**config.mk**
```make
export PLATFORM = sky130hd
export DESIGN_NAME = muldiv_unit
export DESIGN_NICKNAME = d
export VERILOG_FILES = /design/src/rtl/muldiv_pkg.sv /design/src/rtl/muldiv_iter_core.sv /design/src/rtl/muldiv_unit.sv
export SDC_FILE = /design/constraint.sdc
export NUM_CORES = 1
export LEC_CHECK = 0
export BUFFER_PORTS_ARGS = -buffer_cell sky130_fd_sc_hd__buf_2
export CORE_MARGIN = 3
export CORE_UTILIZATION = 35
export CTS_BUF_LIST = sky130_fd_sc_hd__clkbuf_8
export CTS_CLUSTER_SIZE = 12
export DETAILED_ROUTE_END_ITERATION = 8
export PLACE_DENSITY = 0.52
export RECOVER_POWER = 25
export SETUP_SLACK_MARGIN = 0.15
export SLEW_MARGIN = 20
export SYNTH_ARGS = -nofsm -noshare
export SYNTH_HDL_FRONTEND = slang
export SYNTH_SLANG_ARGS = --single-unit
```
**constraint.sdc**
```tcl
create_clock -name clk -period 4.9 [get_ports clk]
set_clock_uncertainty 0.2 [all_clocks]
set_input_delay 0.245 -clock clk [delete_from_list [all_inputs] [get_ports clk]]
set_output_delay 0.245 -clock clk [all_outputs]
set_load 0.005 [all_outputs]
```
**src/rtl/muldiv_pkg.sv**
```systemverilog
// Shared types and constants for the M-extension multiply/divide unit.
package muldiv_pkg;

  // M-extension funct7 value, consumed by the control decoder.
  localparam logic [6:0] MulDivFunct7 = 7'b0000001;

  typedef enum logic [2:0] {
    OpMul    = 3'b000,
    OpMulh   = 3'b001,
    OpMulhsu = 3'b010,
    OpMulhu  = 3'b011,
    OpDiv    = 3'b100,
    OpDivu   = 3'b101,
    OpRem    = 3'b110,
    OpRemu   = 3'b111
  } muldiv_op_e;

  typedef enum logic [1:0] {
    IDLE = 2'b00,
    BUSY = 2'b01,
    DONE = 2'b10
  } muldiv_state_e;

  function automatic logic op_is_div(input muldiv_op_e op);
    return (op == OpDiv) || (op == OpDivu) || (op == OpRem) || (op == OpRemu);
  endfunction

  function automatic logic op_is_rem(input muldiv_op_e op);
    return (op == OpRem) || (op == OpRemu);
  endfunction

endpackage

```
**src/rtl/muldiv_iter_core.sv**
```systemverilog
// Shared iterative datapath: restoring radix-2 divide or shift-add multiply,
// one step per cycle over a (2*XLEN)-bit accumulator.
module muldiv_iter_core
  import muldiv_pkg::*;
#(
  parameter int unsigned XLEN = 32
) (
  input  logic              clk,
  input  logic              rst_n,
  input  logic              flush,
  input  logic              start,
  input  logic              is_div,
  input  logic              busy,
  input  logic [XLEN-1:0]   mag_a,
  input  logic [XLEN-1:0]   mag_b,
  output logic              done,
  output logic [2*XLEN-1:0] acc_nxt
);

  localparam int unsigned CntW = $clog2(XLEN);

  logic [2*XLEN-1:0] acc_q;
  logic [XLEN-1:0]   b_q;
  logic              is_div_q;
  logic [CntW-1:0]   cnt_q;

  logic [XLEN:0]     part;
  logic [XLEN:0]     diff;
  logic [XLEN:0]     sum;

  // Shifted partial remainder including the bit that carried out of the top.
  assign part = acc_q[2*XLEN-1:XLEN-1];
  assign diff = part - {1'b0, b_q};
  assign sum  = {1'b0, acc_q[2*XLEN-1:XLEN]} + (acc_q[0] ? {1'b0, b_q} : '0);

  assign done = busy && (cnt_q == '0);

  // One iteration of the selected algorithm.
  always_comb begin
    acc_nxt = acc_q;
    if (is_div_q) begin
      if (!diff[XLEN]) begin
        acc_nxt = {diff[XLEN-1:0], acc_q[XLEN-2:0], 1'b1};
      end else begin
        acc_nxt = {part[XLEN-1:0], acc_q[XLEN-2:0], 1'b0};
      end
    end else begin
      acc_nxt = {sum, acc_q[XLEN-1:1]};
    end
  end

  // Accumulator, operand and counter registers.
  always_ff @(posedge clk or negedge rst_n) begin
    if (!rst_n) begin
      acc_q    <= '0;
      b_q      <= '0;
      is_div_q <= 1'b0;
      cnt_q    <= '0;
    end else if (flush) begin
      cnt_q    <= '0;
    end else if (start) begin
      acc_q    <= {{XLEN{1'b0}}, mag_a};
      b_q      <= mag_b;
      is_div_q <= is_div;
      cnt_q    <= CntW'(XLEN - 1);
    end else if (busy) begin
      acc_q <= acc_nxt;
      if (cnt_q != '0) begin
        cnt_q <= cnt_q - 1'b1;
      end
    end
  end

endmodule

```
**src/rtl/muldiv_unit.sv**
```systemverilog
// RV32M/RV64M iterative multiply/divide execute unit.
// Build option: MULDIV_FAST_MUL_EN gives single-cycle multiplies; otherwise
// multiplies share the iterative shift-add datapath with divide.
module muldiv_unit
  import muldiv_pkg::*;
#(
  parameter int unsigned XLEN = 32
) (
  input  logic            clk,
  input  logic            rst_n,
  input  logic            flush,
  input  logic            in_valid,
  output logic            in_ready,
  input  logic [2:0]      funct3,
  input  logic [XLEN-1:0] op_a,
  input  logic [XLEN-1:0] op_b,
  output logic            out_valid,
  input  logic            out_ready,
  output logic [XLEN-1:0] result
);

  muldiv_state_e state_q, state_d;
  muldiv_op_e    op, op_q;
  logic          neg_q, neg;
  logic [XLEN-1:0] result_q;

  logic            signed_a, signed_b, sign_a, sign_b;
  logic [XLEN-1:0] mag_a, mag_b;
  logic            div_by_zero, div_ovf, is_fast, accept, core_done;
  logic [XLEN-1:0] fast_res;
  logic [2*XLEN-1:0] acc_nxt;

  // Applies the sign fix-up and picks the architectural half of the accumulator.
  function automatic logic [XLEN-1:0] fixup(input muldiv_op_e f_op, input logic f_neg,
                                            input logic [2*XLEN-1:0] acc);
    logic [2*XLEN-1:0] prod;
    logic [XLEN-1:0]   sel;
    prod = f_neg ? -acc : acc;
    sel  = op_is_rem(f_op) ? acc[2*XLEN-1:XLEN] : acc[XLEN-1:0];
    if (op_is_div(f_op)) begin
      return f_neg ? -sel : sel;
    end
    return (f_op == OpMul) ? prod[XLEN-1:0] : prod[2*XLEN-1:XLEN];
  endfunction

  assign op       = muldiv_op_e'(funct3);
  assign signed_a = (op == OpMulh) || (op == OpMulhsu) || (op == OpDiv) || (op == OpRem);
  assign signed_b = (op == OpMulh) || (op == OpDiv) || (op == OpRem);
  assign sign_a   = signed_a & op_a[XLEN-1];
  assign sign_b   = signed_b & op_b[XLEN-1];
  assign mag_a    = sign_a ? -op_a : op_a;
  assign mag_b    = sign_b ? -op_b : op_b;
  // Remainder follows the dividend; products and quotients follow both signs.
  assign neg      = (op == OpRem) ? sign_a : (sign_a ^ sign_b);

  assign div_by_zero = op_is_div(op) && (op_b == '0);
  assign div_ovf     = ((op == OpDiv) || (op == OpRem)) &&
                       (op_a == {1'b1, {(XLEN-1){1'b0}}}) && (op_b == '1);

`ifdef MULDIV_FAST_MUL_EN
  logic [2*XLEN-1:0] fast_prod;
  assign fast_prod = {{XLEN{1'b0}}, mag_a} * {{XLEN{1'b0}}, mag_b};
  assign is_fast   = div_by_zero || div_ovf || !op_is_div(op);
`else
  assign is_fast   = div_by_zero || div_ovf;
`endif

  // Result for operations that skip the iterative datapath.
  always_comb begin
    fast_res = '0;
    if (div_by_zero) begin
      fast_res = op_is_rem(op) ? op_a : '1;
    end else if (div_ovf) begin
      fast_res = op_is_rem(op) ? '0 : op_a;
    end
`ifdef MULDIV_FAST_MUL_EN
    else begin
      fast_res = fixup(op, neg, fast_prod);
    end
`endif
  end

  assign in_ready  = (state_q == IDLE);
  assign out_valid = (state_q == DONE);
  assign result    = result_q;
  assign accept    = in_valid && in_ready && !flush;

  muldiv_iter_core #(
    .XLEN (XLEN)
  ) u_iter_core (
    .clk     (clk),
    .rst_n   (rst_n),
    .flush   (flush),
    .start   (accept && !is_fast),
    .is_div  (op_is_div(op)),
    .busy    (state_q == BUSY),
    .mag_a   (mag_a),
    .mag_b   (mag_b),
    .done    (core_done),
    .acc_nxt (acc_nxt)
  );

  // Next-state logic; flush overrides every other transition.
  always_comb begin
    state_d = state_q;
    unique case (state_q)
      IDLE: begin
        if (in_valid) state_d = is_fast ? DONE : BUSY;
      end
      BUSY: begin
        if (core_done) state_d = DONE;
      end
      DONE: begin
        if (out_ready) state_d = IDLE;
      end
      default: state_d = IDLE;
    endcase
    if (flush) state_d = IDLE;
  end

  // State register.
  always_ff @(posedge clk or negedge rst_n) begin
    if (!rst_n) begin
      state_q <= IDLE;
    end else begin
      state_q <= state_d;
    end
  end

  // Latched operation context and registered result.
  always_ff @(posedge clk or negedge rst_n) begin
    if (!rst_n) begin
      op_q     <= OpMul;
      neg_q    <= 1'b0;
      result_q <= '0;
    end else begin
      if (accept) begin
        op_q  <= op;
        neg_q <= neg;
      end
      if (accept && is_fast) begin
        result_q <= fast_res;
      end else if (core_done && !flush) begin
        result_q <= fixup(op_q, neg_q, acc_nxt);
      end
    end
  end

endmodule

```
==> flow_summary.html <==
<table>
<tr><th>Metric</th><th>Value</th></tr>
<tr><th colspan="2">Synth</th></tr>
<tr><td>FF+latch count, synth</td><td>140</td></tr>
<tr><td>Most frequent cells after synthesis</td><td>nand2_1, nor2_1, o21ai_0</td></tr>
<tr><td>Net Count, Synth</td><td>about 2500</td></tr>
<tr><td>Synthesized instance count</td><td>2308</td></tr>
<tr><td>Primary flip-flop cell chosen by synthesis mapping</td><td>dfrtp_1</td></tr>
<tr><td>Compound-Gate Fraction of Synth Area</td><td>0.300</td></tr>
<tr><td>Area contributors post-synth</td><td>dfrtp_1, o21ai_0, nand2_1</td></tr>
<tr><td>Mean Syn Cell Area</td><td>slightly above 7 µm²</td></tr>
<tr><td>Top cell type by total area after synthesis</td><td>dfrtp_1</td></tr>
<tr><td>Adder and majority gate portion of the synthesized area</td><td>0.0556</td></tr>
<tr><td>Mapped Area</td><td>16700 µm²</td></tr>
<tr><td>Library cell with the highest instance count after synthesis</td><td>nand2_1</td></tr>
<tr><td>Synth Area in Simple Gates</td><td>0.239</td></tr>
<tr><td>Unique cell type count in the Yosys netlist</td><td>a little over 90</td></tr>
<tr><td>Proportion of synthesized flip-flops having asynchronous set or reset</td><td>1.00</td></tr>
<tr><td>Sequential share of the synthesized area</td><td>0.210</td></tr>
<tr><td>Dominant combinational cell family by area after synthesis</td><td>compound AO/OA/AOI/OAI gates</td></tr>
<tr><td>Count of yosys warnings during synthesis</td><td>0</td></tr>
<tr><td>Portion of synthesized cell area occupied by the leading cell type</td><td>0.210</td></tr>
<tr><td>Count of flip-flops with a built-in enable after synthesis</td><td>0</td></tr>
<tr><td>Synthesized-area fraction occupied by xor and xnor cells</td><td>0.0850</td></tr>
<tr><td>Share of cell area taken by muxes after synthesis</td><td>0.0603</td></tr>
<tr><th colspan="2">STA</th></tr>
<tr><td>Number of slew-limit violations in the final report</td><td>79</td></tr>
<tr><td>Number of endpoints failing setup at the final stage</td><td>11</td></tr>
<tr><td>Final worst-path cycle share</td><td>1.02</td></tr>
<tr><td>Setup WS post-layout</td><td>-0.0769 ns</td></tr>
<tr><td>Total count of hold-check failures in the final report</td><td>0</td></tr>
<tr><td>Max-slew headroom</td><td>-0.459</td></tr>
<tr><td>Max Freq</td><td>201 MHz</td></tr>
<tr><td>Slew at the pin closest to its max-slew limit</td><td>2.19 ns</td></tr>
<tr><td>Worst hold margin</td><td>~0.084 ns</td></tr>
<tr><td>RSZ-0062 raised after global routing</td><td>true</td></tr>
<tr><td>Minimum clock period after layout</td><td>~5.0 ns</td></tr>
<tr><td>Post-route setup TNS</td><td>-0.281 ns</td></tr>
<tr><th colspan="2">Global route</th></tr>
<tr><td>Grt ovf</td><td>0</td></tr>
<tr><td>Wire length of the first global-routing pass</td><td>around 120000 µm</td></tr>
<tr><td>Met1 global-route usage</td><td>0.416</td></tr>
<tr><td>Antenna violations before repair</td><td>0</td></tr>
<tr><td>GRT Total Usage</td><td>0.309</td></tr>
<tr><td>Vias in the first global route</td><td>between 15000 and 20000</td></tr>
<tr><td>Most Crowded Layer GR</td><td>met2</td></tr>
<tr><td>M3 GR Usage</td><td>0.0666</td></tr>
<tr><td>Met2 Use GR</td><td>0.492</td></tr>
<tr><td>Largest net degree at the start of global routing</td><td>87</td></tr>
<tr><th colspan="2">Critical path</th></tr>
<tr><td>Worst setup SP type</td><td>register</td></tr>
<tr><td>Max FO, Critical Path</td><td>5</td></tr>
<tr><td>Worst path most repeated cell</td><td>buf_4</td></tr>
<tr><td>Critical path required time</td><td>roughly 5.2 ns</td></tr>
<tr><td>Critical path capture point type</td><td>register</td></tr>
<tr><td>Critical Path Max Stage Delay</td><td>approximately 0.41 ns</td></tr>
<tr><td>Arrival time at the worst endpoint</td><td>~5.2 ns</td></tr>
<tr><td>Dominant delay contributor by cell family on the critical path</td><td>compound AO/OA/AOI/OAI gates</td></tr>
<tr><td>Critical-path top delay cell</td><td>fa_2</td></tr>
<tr><td>Type of the worst setup path</td><td>reg2reg</td></tr>
<tr><td>Bufs and invs on worst path</td><td>13</td></tr>
<tr><th colspan="2">Clock network</th></tr>
<tr><td>Clock tree root driver cell</td><td>clkbuf_8</td></tr>
<tr><td>Number of buffers created by CTS</td><td>17</td></tr>
<tr><td>Clock Tree Buf Depth</td><td>2</td></tr>
<tr><td>Worst-skew pair later-pin latency</td><td>roughly 0.58 ns</td></tr>
<tr><td>CTS HTree Levels</td><td>4</td></tr>
<tr><td>Clock sinks</td><td>between 100 and 150</td></tr>
<tr><td>Clk slew on worst S/H paths</td><td>roughly 0.10 ns</td></tr>
<tr><td>CTS tree</td><td>done</td></tr>
<tr><th colspan="2">Pwr</th></tr>
<tr><td>Part of the total power dissipated in combinational logic</td><td>0.809</td></tr>
<tr><td>Flop pwr share</td><td>0.124</td></tr>
<tr><td>Sw frac</td><td>0.521</td></tr>
<tr><td>Total internal power</td><td>around 8.1 mW</td></tr>
<tr><td>Final Total Pwr</td><td>approximately 17 mW</td></tr>
<tr><td>Part of the total power dissipated in the clock network</td><td>0.066</td></tr>
<tr><td>P_leak</td><td>between 10 and 15 nW</td></tr>
<tr><td>Largest vdd supply drop</td><td>around 0.38 mV</td></tr>
<tr><td>Net switching power of the design</td><td>slightly below 9 mW</td></tr>
<tr><td>Total power per unit cell area</td><td>734 nW/µm²</td></tr>
<tr><th colspan="2">Final layout</th></tr>
<tr><td>Synth-to-layout area growth</td><td>37.8%</td></tr>
<tr><td>Final std cells w/o fill</td><td>approximately 3400</td></tr>
<tr><td>Share of cells above drive strength 1</td><td>0.279</td></tr>
<tr><td>Total number of nets in the final design</td><td>2960</td></tr>
<tr><td>Antenna Diode Count</td><td>0</td></tr>
<tr><td>Number of fill cells</td><td>4710</td></tr>
<tr><th colspan="2">Drt</th></tr>
<tr><td>Number of DRC markers after the initial detailed-route iteration</td><td>1973</td></tr>
<tr><td>First-pass iteration count of the detailed router</td><td>6</td></tr>
<tr><td>Detailed Route WL</td><td>79800 µm</td></tr>
<tr><td>Final antenna-violating net count</td><td>0</td></tr>
<tr><td>Routed via count divided by cell count</td><td>5.90</td></tr>
<tr><td>Routed wire length per instance</td><td>23.2 µm</td></tr>
<tr><td>Vias</td><td>between 20000 and 25000</td></tr>
<tr><td>Post-route DRC violation count</td><td>0</td></tr>
<tr><th colspan="2">Die</th></tr>
<tr><td>Horizontal extent of the die</td><td>224 µm</td></tr>
<tr><td>Boundary Pins</td><td>about 110</td></tr>
<tr><td>Die height</td><td>around 220 µm</td></tr>
<tr><td>Initial Util</td><td>0.356</td></tr>
<tr><td>Placeable Area</td><td>between 40000 and 50000 µm²</td></tr>
<tr><td>Area of the die</td><td>around 50000 µm²</td></tr>
<tr><td>Placement Rows</td><td>79</td></tr>
<tr><th colspan="2">Placement</th></tr>
<tr><td>Half-perimeter wire length after detailed placement</td><td>63200 µm</td></tr>
<tr><td>Number of placed instances with taps included</td><td>3287</td></tr>
<tr><td>Number of port buffers</td><td>roughly 110</td></tr>
<tr><td>Weighted congestion at the end of routability-driven global placement</td><td>about 0.95</td></tr>
<tr><th colspan="2">Outcome</th></tr>
<tr><td>Violations in the final reports</td><td>capacitance limit, slew limit, setup timing</td></tr>
<tr><td>Outcome</td><td>complete, but fails checks</td></tr>
<tr><th colspan="2">Run</th></tr>
<tr><td>Max-capacitance violation count</td><td>1</td></tr>
<tr><th colspan="2">Hold path</th></tr>
<tr><td>Classification of the worst-slack hold path</td><td>in2reg</td></tr>
</table>
## stage by stage
step,utilization,area (µm²),worst slack (ns)
2_1_floorplan,-,16900,-0.0335
3_3_place_gp,0.441,20600,-0.241
3_5_place_dp,0.441,20600,-0.257
4_1_cts,0.480,22500,-0.00375
5_1_grt,0.491,23000,-0.272
6_report,0.491,23000,-0.0769
## placed cells by master, fill, tap and decap left out, drive strengths merged, types with 27 or more instances in the layout
| cell type | netlist | final |
|---|---|---|
| a21o | 38 | 38 |
| a21oi | 190 | 190 |
| a31oi | 40 | 40 |
| buf | 42 | 546 |
| dfrtp | 140 | 140 |
| dlygate4sd3 | 0 | 73 |
| ha | 71 | 71 |
| inv | 67 | 73 |
| mux2i | 68 | 68 |
| nand2 | 281 | 281 |
| nand3 | 58 | 58 |
| nand4 | 33 | 33 |
| nor2 | 253 | 253 |
| nor3 | 67 | 67 |
| o211ai | 37 | 37 |
| o21ai | 241 | 241 |
| or3 | 27 | 27 |
| xnor2 | 88 | 88 |
| xor2 | 74 | 74 |
## logic make-up (layout without fill, tap and decap cells)
| group | count (synthesis) | in the layout |
|---|---|---|
| AOI/OAI and AO/OA | 779 | 779 |
| xor gates and xnor gates | 162 | 162 |
| adders and majority gates | 73 | 73 |
| buffers and inverters | 202 | 722 |
| DFF | 140 | 140 |
| muxes | 94 | 94 |
| and+or+nand+nor | 858 | 858 |
## power by group through the flow
stage	clock [mW]	combinational (mW)	sequential [mW]
2_1_floorplan	0	6.84	1.95
3_3_place_gp	0	12.2	2.10
3_5_place_dp	0	12.2	2.11
4_1_cts	1.16	12.9	2.09
5_1_grt	1.19	14.6	2.14
6_report	1.12	13.7	2.10
## tightest hold or removal path, stage by stage
cell,delay (ns)
buf_2,0.13
inv_1,0.08
xnor2_1,0.12
nor2_1,0.10
a21oi_1,0.13
## layer usage
metal,share of wire,vias to the layer above
met2,0.45,854
met5,0,-
met1,0.43,9780
li1,-,9477
met3,0.079,157
met4,0.033,0
## path summary, 6_finish.rpt
check	cells after the start	end	startpoint	slack, ns
min in group asynchronous	2	u_iter_core.acc_q[21]	rst_n	0.60
setup / recovery	28	result[6]	u_iter_core.acc_q[31]	-0.08
hold / removal	5	u_iter_core.b_q[21]	op_b[21]	0.08
setup reg to reg	28	result[6]	u_iter_core.acc_q[31]	-0.08
max in group asynchronous	2	u_iter_core.is_div_q	rst_n	2.26
hold reg to reg	2	result[12]	result[12]	0.29
## flip-flops by register name, summed over array words and instances (netlist names)
| name | flops |
|---|---|
| op_q | 3 |
| u_iter_core.cnt_q | 5 |
| u_iter_core.acc_q | 64 |
| state_q | 2 |
| result | 32 |
| neg_q | 1 |
| u_iter_core.is_div_q | 1 |
| u_iter_core.b_q | 32 |
## cell type report
class | instances | area [µm²] | share of cell area
Clock buffer | 18 | 248 | 0.0108
Clock inverter | 14 | 181 | 0.00789
Inverter | 69 | 259 | 0.0113
Multi-Input combinational cell | 1966 | 13300 | 0.577
Sequential cell | 140 | 3510 | 0.152
Tap cell | 607 | 759 | 0.0330
Timing Repair Buffer | 621 | 4770 | 0.207
## what timing repair did
action | in CTS | in global routing
pin swaps | 31 | 71
resized for setup | 99 | 91
cloned | 0 | 1
buffers inserted | 27 | 15
endpoints found under the setup margin | 25 | 30
hold buffers | 73 | 0
endpoints found under the hold margin | 175 | 0
Note: power is estimated with default switching activity, not from simulation.
